### src/rtl/riscv_pkg.sv
// Shared integer-core constants and the debug register-port state type.
package riscv_pkg;

  localparam int unsigned DataWidth    = 32;
  localparam int unsigned AddressWidth = 5;

  typedef enum logic [1:0] {
    IDLE = 2'd0,
    WAIT = 2'd1,
    EXEC = 2'd2,
    RESP = 2'd3
  } dbg_state_e;

endpackage

### src/rtl/regfile_dbg_port.sv
// Debug-side initiator for the integer register file: one GPR read or write per
// request, executed only while the core is halted, with a bounded wait for halt.
module regfile_dbg_port #(
  parameter int unsigned DataWidth     = riscv_pkg::DataWidth,
  parameter int unsigned AddressWidth  = riscv_pkg::AddressWidth,
  parameter int unsigned TimeoutCycles = 255
) (
  input  logic                    clk_i,
  input  logic                    rst_i,
  input  logic                    dbg_req_valid_i,
  output logic                    dbg_req_ready_o,
  input  logic                    dbg_req_we_i,
  input  logic [AddressWidth-1:0] dbg_req_addr_i,
  input  logic [DataWidth-1:0]    dbg_req_wdata_i,
  output logic                    dbg_rsp_valid_o,
  input  logic                    dbg_rsp_ready_i,
  output logic [DataWidth-1:0]    dbg_rsp_rdata_o,
  output logic                    dbg_rsp_err_o,
  input  logic                    core_halted_i,
  input  logic                    core_wr_en_i,
  input  logic [AddressWidth-1:0] core_rd_addr_i,
  input  logic [DataWidth-1:0]    core_rd_data_i,
  input  logic [AddressWidth-1:0] core_rs1_addr_i,
  output logic                    rf_wr_en_o,
  output logic [AddressWidth-1:0] rf_rd_addr_o,
  output logic [DataWidth-1:0]    rf_rd_data_o,
  output logic [AddressWidth-1:0] rf_rs1_addr_o,
  input  logic [DataWidth-1:0]    rf_rs1_data_i
);

  import riscv_pkg::*;

  // Counter is at least one bit wide so the wait-forever build still elaborates.
  localparam int unsigned CntW = (TimeoutCycles == 0) ? 1 : $clog2(TimeoutCycles + 1);
  localparam logic [CntW-1:0] CntLast = CntW'(TimeoutCycles - 1);

  dbg_state_e              state_q, state_d;
  logic [CntW-1:0]         cnt_q, cnt_d;
  logic                    we_q, we_d;
  logic [AddressWidth-1:0] addr_q, addr_d;
  logic [DataWidth-1:0]    wdata_q, wdata_d;
  logic [DataWidth-1:0]    rdata_q, rdata_d;
  logic                    err_q, err_d;
  logic                    exec_ok;

  always_ff @(posedge clk_i) begin
    if (rst_i) begin
      state_q <= IDLE;
      cnt_q   <= '0;
      we_q    <= 1'b0;
      addr_q  <= '0;
      wdata_q <= '0;
      rdata_q <= '0;
      err_q   <= 1'b0;
    end else begin
      state_q <= state_d;
      cnt_q   <= cnt_d;
      we_q    <= we_d;
      addr_q  <= addr_d;
      wdata_q <= wdata_d;
      rdata_q <= rdata_d;
      err_q   <= err_d;
    end
  end

  // The regfile is only safe to touch when the core is halted and not retiring a write.
  assign exec_ok = core_halted_i && !core_wr_en_i;

  always_comb begin
    state_d         = state_q;
    cnt_d           = cnt_q;
    we_d            = we_q;
    addr_d          = addr_q;
    wdata_d         = wdata_q;
    rdata_d         = rdata_q;
    err_d           = err_q;
    dbg_req_ready_o = 1'b0;
    dbg_rsp_valid_o = 1'b0;
    rf_wr_en_o      = core_wr_en_i;
    rf_rd_addr_o    = core_rd_addr_i;
    rf_rd_data_o    = core_rd_data_i;
    rf_rs1_addr_o   = core_rs1_addr_i;

    unique case (state_q)
      IDLE: begin
        dbg_req_ready_o = !rst_i;
        if (dbg_req_valid_i) begin
          we_d    = dbg_req_we_i;
          addr_d  = dbg_req_addr_i;
          wdata_d = dbg_req_wdata_i;
          cnt_d   = '0;
          state_d = exec_ok ? EXEC : WAIT;
        end
      end
      WAIT: begin
        if (exec_ok) begin
          state_d = EXEC;
        end else if ((TimeoutCycles != 0) && (cnt_q == CntLast)) begin
          rdata_d = '0;
          err_d   = 1'b1;
          state_d = RESP;
        end else begin
          cnt_d = cnt_q + CntW'(1);
        end
      end
      EXEC: begin
        // x0 is hard-wired, so a write to it is refused and reported.
        rf_wr_en_o    = we_q && (addr_q != '0) && !rst_i;
        rf_rd_addr_o  = addr_q;
        rf_rd_data_o  = wdata_q;
        rf_rs1_addr_o = addr_q;
        if (we_q) begin
          rdata_d = '0;
          err_d   = (addr_q == '0);
        end else begin
          rdata_d = rf_rs1_data_i;
          err_d   = 1'b0;
        end
        state_d = RESP;
      end
      RESP: begin
        dbg_rsp_valid_o = 1'b1;
        if (dbg_rsp_ready_i) begin
          state_d = IDLE;
        end
      end
      default: state_d = IDLE;
    endcase
  end

  assign dbg_rsp_rdata_o = rdata_q;
  assign dbg_rsp_err_o   = err_q;

endmodule

### config.mk
export PLATFORM = sky130hd
export DESIGN_NAME = regfile_dbg_port
export DESIGN_NICKNAME = d
export VERILOG_FILES = /design/src/rtl/riscv_pkg.sv /design/src/rtl/regfile_dbg_port.sv
export SDC_FILE = /design/constraint.sdc
export NUM_CORES = 1
export LEC_CHECK = 0
export BUFFER_PORTS_ARGS = -buffer_cell sky130_fd_sc_hd__buf_2
export CORE_MARGIN = 1.5
export CORE_UTILIZATION = 49
export DETAILED_ROUTE_END_ITERATION = 7
export PLACE_DENSITY = 0.84
export SLEW_MARGIN = 10
export SYNTH_ARGS = -nofsm -noshare
export SYNTH_HDL_FRONTEND = slang
export SYNTH_SLANG_ARGS = --single-unit
### constraint.sdc
create_clock -name clk_i -period 4.3 [get_ports clk_i]
set_clock_uncertainty 0.15 [all_clocks]
set_input_delay 0.43 -clock clk_i [delete_from_list [all_inputs] [get_ports clk_i]]
set_output_delay 0.43 -clock clk_i [all_outputs]
set_load 0.005 [all_outputs]
# Word level (Yosys, flattened, before mapping)
# Cells that the tools add are included.
word_totals:
  inputBits: 118
  wordCells: 56
  regBits: 81
  out_inout_bits: 78
classes:
  n_addsub: 1
  reduce_logical: 14
  muxes: 24
  eq_ne: 10
op_table:
  columns: ["op", "count"]
  rows:
  - ["$mux 32", 4]
  - ["$pmux 32 s2", 1]
  - ["$mux 8", 3]
  - ["$pmux 8 s2", 1]
  - ["$mux 2", 5]
  - ["$mux 5", 2]
  - ["$ne 2x2->1 const B", 5]
  - ["$add 8x1->8 const B", 1]
  - ["$eq 8x8->1 const B", 1]
  - ["$pmux 2 s4", 1]
  - ["$mux 1", 6]
  - ["$reduce_and 3->1", 2]
  - ["$logic_not 5->1", 1]
  - ["$reduce_bool 5->1", 1]
  - ["$eq 2x2->1 const B", 2]
  - ["$reduce_and 4->1", 1]
  - ["$reduce_bool 2->1", 2]
  - ["$logic_and 1x1->1", 3]
  - ["$ne 3x3->1 const B", 1]
  - ["$eq 2x1->1 const B", 1]
  - ["$logic_not 1->1", 2]
  - ["$logic_not 2->1", 1]
  - ["$pmux 1 s2", 1]
  - ["$reduce_and 2->1", 1]

# Depth between registers and ports, before layout
# Gate-level depths: netlist of run 1.
depth:
  word_depth: 5
  mapped_depth: 9
  ltp_nobuf: 6

# Least setup slack after synthesis of run 1
# Ideal clock, no wire load.
synth_path:
  path_type: "register to output"
  startpoint: "register state_q[0]"
  endpoint: "output rf_rd_data_o[0]"
  path_buffers: 2
  setup_slack_ps: 2346
  stages_incl_launch_ff: 6
  arrival_ps: 1374
  t_required_ps: 3720
  path_cell_list: "dfxtp_1 > inv_1 > ha_1 > buf_2 > clkbuf_1 > mux2_2"
synth_via:
  elab_chain_cells: 2
synth_rtl:
  columns: ["element", "line_no", "source"]
  rows:
  - ["start: declaration", "regfile_dbg_port.sv:37", "dbg_state_e state_q, state_d;"]
  - ["start signal: assignment", "regfile_dbg_port.sv:56", "state_q <= state_d;"]
  - ["$eq 2x2->1", "regfile_dbg_port.sv:84", "unique case (state_q)"]
  - ["$mux 32", "regfile_dbg_port.sv:84", null]
  - ["end: declaration", "regfile_dbg_port.sv:26", "output logic [DataWidth-1:0] rf_rd_data_o,"]
# No other way between the ends.

# Worst setup path after layout of run 1
layout_path:
  startpoint: "register state_q[1]"
  endpoint: "output rf_rd_data_o[23]"
# The elaborated chain is that of the path after synthesis.

==> results of run 1 <==
registers in the layout, indices dropped and copies added, names as in the netlist:
| signal | flops |
|---|---|
| dbg_rsp_rdata_o | 32 |
| wdata_q | 32 |
| cnt_q | 8 |
| addr_q | 5 |
| state_q | 2 |
| dbg_rsp_err_o | 1 |
| we_q | 1 |
logic make-up (layout without fill, tap and decap cells):
family	count (synthesis)	after routing	share of synthesized area, %
flip-flops	81	81	42.66
adder cells (fa/ha/maj)	6	6	1.975
buffers and inverters	51	232	5.464
AND/OR/NAND/NOR	192	192	24.36
multiplexers	34	34	10.01
AO/OA/AOI/OAI	108	108	15.54
synth_stat cells, types with 3 or more instances:
cell       n
nand2_1   95
dfxtp_1   81
o21ai_0   48
a21oi_1   44
nand3_1   38
nand2b_1  35
mux2_2    32
clkbuf_1  20
inv_1     17
buf_2      6
ha_1       6
buf_1      5
nor2b_1    4
nor2_1     3
o211ai_1   3
or3_1      3
or4_1      3
metal layers:
layer	vias up	track usage, %	part of all wire (%)
met5	-	0	0
met4	0	9.115	2.8
met3	29	7.873	6.3
met2	154	44.03	52
met1	1810	27.80	39
li1	1954	-	-
final timing paths:
| path | startpoint | end | slack [ns] |
|---|---|---|---|
| worst min register to register | wdata_q[23]$_SDFFE_PP0P_ | wdata_q[23]$_SDFFE_PP0P_ | 0.31 |
| worst max register to register | state_q[1]$_SDFFE_PP0P_ | dbg_rsp_err_o$_SDFFE_PP0P_ | 1.83 |
| worst max-delay path | state_q[1]$_SDFFE_PP0P_ | rf_rd_data_o[23] | 1.48 |
| worst min-delay path | rf_rs1_data_i[12] | dbg_rsp_rdata_o[12]$_SDFFE_PP0P_ | 0.15 |
layout make-up:
| type | instances | area (sq um) |
|---|---|---|
| fill | 639 | 2385 |
| clock buffer | 11 | 131.4 |
| tap | 99 | 123.9 |
| sequential | 81 | 1622 |
| multi-input combinational | 340 | 1982 |
| inverter | 17 | 63.81 |
| timing repair buffer | 199 | 1006 |
| clock inverter | 5 | 56.30 |
power breakdown:
group	internal, mW	leakage [nW]	total, mW	switching (mW)
clock	0.268	0.0933	0.532	0.264
combinational	0.172	1.49	0.379	0.207
sequential	0.792	0.659	0.820	0.0283
total	1.23	2.24	1.73	0.499
per-stage QoR:
step           area [sq um]  total power [mW]  cells  setup slack [ns]
3_3_place_gp           4795             1.199    736             1.986
3_5_place_dp           4795             1.212    736             1.853
5_1_grt                4985             1.819    752             1.336
4_1_cts                4982             1.738    752             1.468
6_report               4985             1.730    752             1.485
2_1_floorplan          3801             1.066    472             2.346
worst min-delay path: stages:
cell and delay (ns):
buf_2 0.07, nand3_1 0.05, o21ai_0 0.06
==> results list, run 1 <==
* Total Die Area: 8295 sq um
* Vias/cell: 5.249
- Transition time at the pin with the least slew margin: 0.9108 ns
- TritonCTS clock tree: done
* Dominant delay contributor by cell family on the critical path: buffers and inverters
- Total number of cells along the worst setup path: 4
- Routed WL: 10.71 mm
* Count of synthesis-stage warnings from yosys: 0
- The floorplan step set the die width to 91.08 um.
* Layout cells sized above 1: 38.59%
- Ys async rst share: 0%
- Largest net degree at the start of global routing: 67
* Clock Sinks: 81
- Top area cells in the synthesized netlist: dfxtp_1 43%, mux2_2 9.5%, nand2_1 9.4%
- A synthesized cell averages 8.053 sq um.
* Share of Yosys cell area claimed by the top area cell type: 42.66%
* Final standard cell utilization of the core: 67.64%
- Max frequency: 355.2 MHz
* Largest fanout of any net on the critical path: 27
* Cell area after synthesis: 3801 sq um
* Count of nets left with antenna violations after detail routing: 0
* HPWL after DPL: 7.961 mm
- On the critical path, the stage with the largest delay is an instance of ha_2.
- Max-cap violation count: 0
* Bufs and invs on worst path: 2
- The H-tree generated during clock tree synthesis spans 3 levels.
* Hold WC Path Type: input pin to flip-flop
- Y dimension of the die: 91.08 um
* Number of distinct standard cells referenced by the synthesized netlist: 40
- Number of remaining DRC errors: 0
* Ant diodes: 0
- # nets final: 772
- Detailed-router iteration count before antenna repair: 4
* Number of antenna violations at the first check in global routing: 0
- Count of vias placed by the detailed router: 3947
* Effective utilization at floorplan: 51.58%
- Pwr Density: 347.1 nW/um^2
- Commonest non-fill, non-tap cells in the layout: 195 x buf_2, 94 x nand2_1, 81 x dfxtp_1
* Minimum period implied by the final worst setup slack: 2.815 ns
- The detailed router finished its first iteration with 299 violations.
- On the worst path, the slowest cell contributes a delay of 0.53 ns.
* Tightest slew margin relative to the limit: 39.28%
* I/O Pins: 196
- Sequential element share of the synthesized area: 42.66%
- CP Data Arrival Time: 2.24 ns
- Post-CTS repair changed the size of 0 cells.
- Unrepaired setup endpoints after global routing: no
* Ys flop type: dfxtp_1
- The count of final hold-check violations is 0.
- The cell sitting at the root of the clock tree is a clkbuf_8.
* Clk pin slew, worst setup/hold paths: 0.08 ns
- Area of the core region: 7370 sq um
- Final setup vio count: 0
* Routability congestion estimate: 0.9063
- Area Growth Syn to Fin: 31.14%
- Summed over all failing endpoints, the final setup total negative slack is 0 ns.
* Required time at the worst-slack endpoint: 3.72 ns
- The later pin in the worst-skew pair is clocked with a latency of 0.34 ns.
- When the netlist entered floorplanning its net count stood at 596.
* Category of the worst setup path capture point: output pin
* Depth of the worst hold-timing path: 3
- Measured in cells, the most critical reg-to-reg path has a length of 5.
- #FFs+latches synth: 81
- Number of hold buffers added after cts: 0
* Grt total ovfl: 0
- Maximum ir drop on the vdd rail: 271.7 uV
* Final Hold Slack: 0.1478 ns
- Cell type with the largest total area after synthesis: dfxtp_1
- Wire length of the first global-routing pass: 16.79 mm
- Start-to-end type of the worst setup path: flip-flop to output pin
- The number of setup buffers added after CTS is 0.
* Number of instances in the synthesized netlist: 472
- Counting along the longest clock path gives a buffer depth of 2.
* Max-slew violation count: 0
- Number of rows created at floorplan: 31
- Ordered list of cells on the worst path: ha_2 > buf_4 > mux2_2 > buf_2
* Leakage power summed over all cells: 2.241 nW
- Port bufs: 195
- WL per Instance: 14.24 um
- After layout, the worst path uses 65.47% of the clock period.
* Most common cell after layout, fill and taps aside: buf_2
* Number of global-route vias before repair: 3714
- Tot GR Track Use: 24.90%
- TritonCTS created 9 clock buffers.
- STA classifies the critical path startpoint as a flip-flop.
- The flow ran to the end, and the final reports show no timing, DRC or antenna violations.
* EDFF count, synth: 0
Power figures use the tool's default switching activity.
==> run 2: changes to the inputs <==
- CORE_UTILIZATION: 49 -> 41
- PLACE_DENSITY: 0.84 -> 0.74
- clock period: 4.3 -> 2.5 ns (I/O delays scaled with it)
==> results list, run 2 (synthesis gave the netlist of run 1 again) <==
- The number of input and output port buffers inserted is 195 (unchanged).
* Total Die Area: 9858 sq um (was 8295 sq um)
- Area taken by multi-input logic gates: 1979 sq um (was 1982 sq um)
* Required time at the worst-slack endpoint: 2.10 ns (was 3.72 ns)
- Routed WL: 11.48 mm (was 10.71 mm)
* Die W: 99.29 um (was 91.08 um)
* Final setup vio count: 0 (unchanged)
- The end-of-flow core utilization came to 65.30% (was 67.64%).
- Commonest non-fill, non-tap cells in the layout: 195 x buf_2, 95 x nand2_1, 81 x dfxtp_1 (was 195 x buf_2, 94 x nand2_1, 81 x dfxtp_1).
- Maximum ir drop on the vdd rail: 320.7 uV (was 271.7 uV)
- The antenna violation net count after detailed routing came to 0 (unchanged).
- The actual slew at the worst max-slew pin is 0.5907 ns (was 0.9108 ns).
- The classification of the worst setup path was flip-flop to output pin (unchanged).
- The reg-to-reg critical path endpoint is dbg_rsp_rdata_o[4]$_SDFFE_PP0P_ (was dbg_rsp_err_o$_SDFFE_PP0P_).
* WL per Instance: 13.80 um (was 14.24 um)
* Clock Path Buffers: 2 (unchanged)
- The number of gates given a new drive strength after cts is 0 (unchanged).
- CP Data Arrival Time: 1.88 ns (was 2.24 ns)
- Leakage power summed over all cells: 2.574 nW (was 2.241 nW)
* Outcome: complete, no violations (unchanged)
- The via count of the first global-routing pass came to 4042 (was 3714).
* Number of remaining DRC errors: 0 (unchanged)
- Of the available clock period, the critical path in the final layout requires 91.01%.
- The number of hold-repair buffers added at the cts stage is 68 (was 0).
- Startpoint Class: flip-flop (unchanged)
* Worst skew pair latency: 0.34 ns (about the same)
* Unrepaired setup endpoints after global routing: no (unchanged)
* Capturing instance or port of the critical path: rf_rd_data_o[24] (was rf_rd_data_o[23])
- The register area is 1622 sq um (unchanged).
- Number of buffers inserted by post-CTS setup repair: 0 (unchanged)
- TritonCTS clock tree: done (unchanged)
* Drt initial violations: 143 (was 299)
- Level count of the clock H-tree: 3 (unchanged)
- The first-pass detailed-route iteration total was 4 (unchanged).
- Based on the critical path, the design can be clocked at up to 439.5 MHz.
- The reg2reg setup slack came to 0.39 ns (was 1.83 ns).
- The HPWL after detailed placement was 7.373 mm (was 7.961 mm).
- # nets final: 843 (was 772)
- The setup TNS came to 0 ns (unchanged).
- The count of cells along the worst hold path is 3 (unchanged).
* Count of vias placed by the detailed router: 4196 (was 3947)
* Most common cell after layout, fill and taps aside: buf_2 (unchanged)
* Grt total ovfl: 0 (unchanged)
- Vias/cell: 5.043 (was 5.249)
- The global-route wire length before repair came to 18.29 mm (was 16.79 mm).
- Filler instances: 721 (was 639)
* Number of antenna violations at the first check in global routing: 0 (unchanged)
* Largest fanout of any net on the critical path: 36 (was 27)
- Area of the core region: 8848 sq um (was 7370 sq um)
- The relative slew slack came to 60.52% (was 39.28%).
- The max-slew violation count came to 0 (unchanged).
* Largest net degree at the start of global routing: 82 (was 67)
* I/O Pins: 196 (unchanged)
- Clock buffers created by TritonCTS: 9 (unchanged)
- Area Growth Syn to Fin: 52.01% (was 31.14%)
- R2r startpoint: state_q[1]$_SDFFE_PP0P_ (unchanged)
* Effective utilization at floorplan: 42.96% (was 51.58%)
- Minimum period implied by the final worst setup slack: 2.275 ns
- Routability congestion estimate: 0.9079 (was 0.9063)
* Worst r2r path cells: 7 (was 5)
- The max capacitance violation total is 0 (unchanged).
* Hold WC Path Type: input pin to flip-flop (unchanged)
* Worst setup path startpoint: state_q[1]$_SDFFE_PP0P_ (unchanged)
- The count of final hold-check violations is 0 (unchanged).
- The number of diodes came to 0 (unchanged).
- Y dimension of the die: 99.29 um (was 91.08 um)
- Layout cells sized above 1: 35.36% (was 38.59%)
- The CTS root buffer was clkbuf_8 (unchanged).
- The count of clock tree sinks was 81 (unchanged).
- The worst hold slack came to 0.03232 ns (was 0.1478 ns).
- Tot GR Track Use: 22.76% (was 24.90%)
- Category of the worst setup path capture point: output pin (unchanged)
- The number of placement rows was 34 (was 31).
- Pwr Density: 568.4 nW/um^2 (was 347.1 nW/um^2)
- Clk pin slew, worst setup/hold paths: 0.09 ns (was 0.08 ns)
[run 2: changes by cell type in the layout (fill, tap and decap cells not counted)]
cell           before  now
buf_12              0    3
bufinv_16           1    2
clkbuf_1            2    0
clkinv_2            2    0
clkinv_4            1    0
dlygate4sd3_1       0   68
inv_6               0    2
inv_8               0    2
nand2_1            94   95
nand2_2             1    0
[run 2: cell type report]
class | instances | share of cell area, %
Multi-Input combinational cell | 340 | 34.26
Inverter | 17 | 1.104
Tap cell | 108 | 2.339
Clock inverter | 7 | 1.862
Clock buffer | 9 | 2.144
Sequential cell | 81 | 28.06
Timing Repair Buffer | 270 | 30.23
[run 2: worst max-delay path, cell delays in order (launching register included)]
cell,delay [ns]
dfxtp_1,0.42
ha_2,0.22
buf_4,0.34
mux2_2,0.39
buf_2,0.13
[run 2: report_power, final]
part / total (mW) / switching [mW] / internal [mW]
clock network: 1.11 / 0.527 / 0.584
logic: 0.766 / 0.381 / 0.385
registers: 1.41 / 0.0460 / 1.36
[run 2: stage by stage]
step	instance area, sq um	setup WS (ns)	std cells	total power [mW]
6_report	5778	0.2249	832	3.284
5_1_grt	5778	0.09143	832	3.449
4_1_cts	5778	0.1963	832	3.297
3_5_place_dp	4866	0.4267	748	2.112
3_3_place_gp	4866	0.5338	748	2.093
2_1_floorplan	3801	0.6346	472	1.834
[run 2: worst min-delay path by stage]
stage / startpoint / end
3_3_place_gp: wdata_q[9]$_SDFFE_PP0P_ / wdata_q[9]$_SDFFE_PP0P_
6_report: dbg_req_addr_i[0] / addr_q[0]$_SDFFE_PP0P_
4_1_cts: dbg_req_addr_i[2] / addr_q[2]$_SDFFE_PP0P_
3_5_place_dp: wdata_q[5]$_SDFFE_PP0P_ / wdata_q[5]$_SDFFE_PP0P_
5_1_grt: dbg_req_addr_i[2] / addr_q[2]$_SDFFE_PP0P_
2_1_floorplan: rf_rs1_data_i[0] / dbg_rsp_rdata_o[0]$_SDFFE_PP0P_
[run 2: routing by layer]
metal / vias up / share of wire (%) / track usage (%)
met5: - / 0 / 0
met4: 0 / 2.6 / 8.451
met3: 23 / 6.2 / 5.552
met2: 159 / 50 / 40.36
met1: 1911 / 41 / 26.60
li1: 2103 / - / -
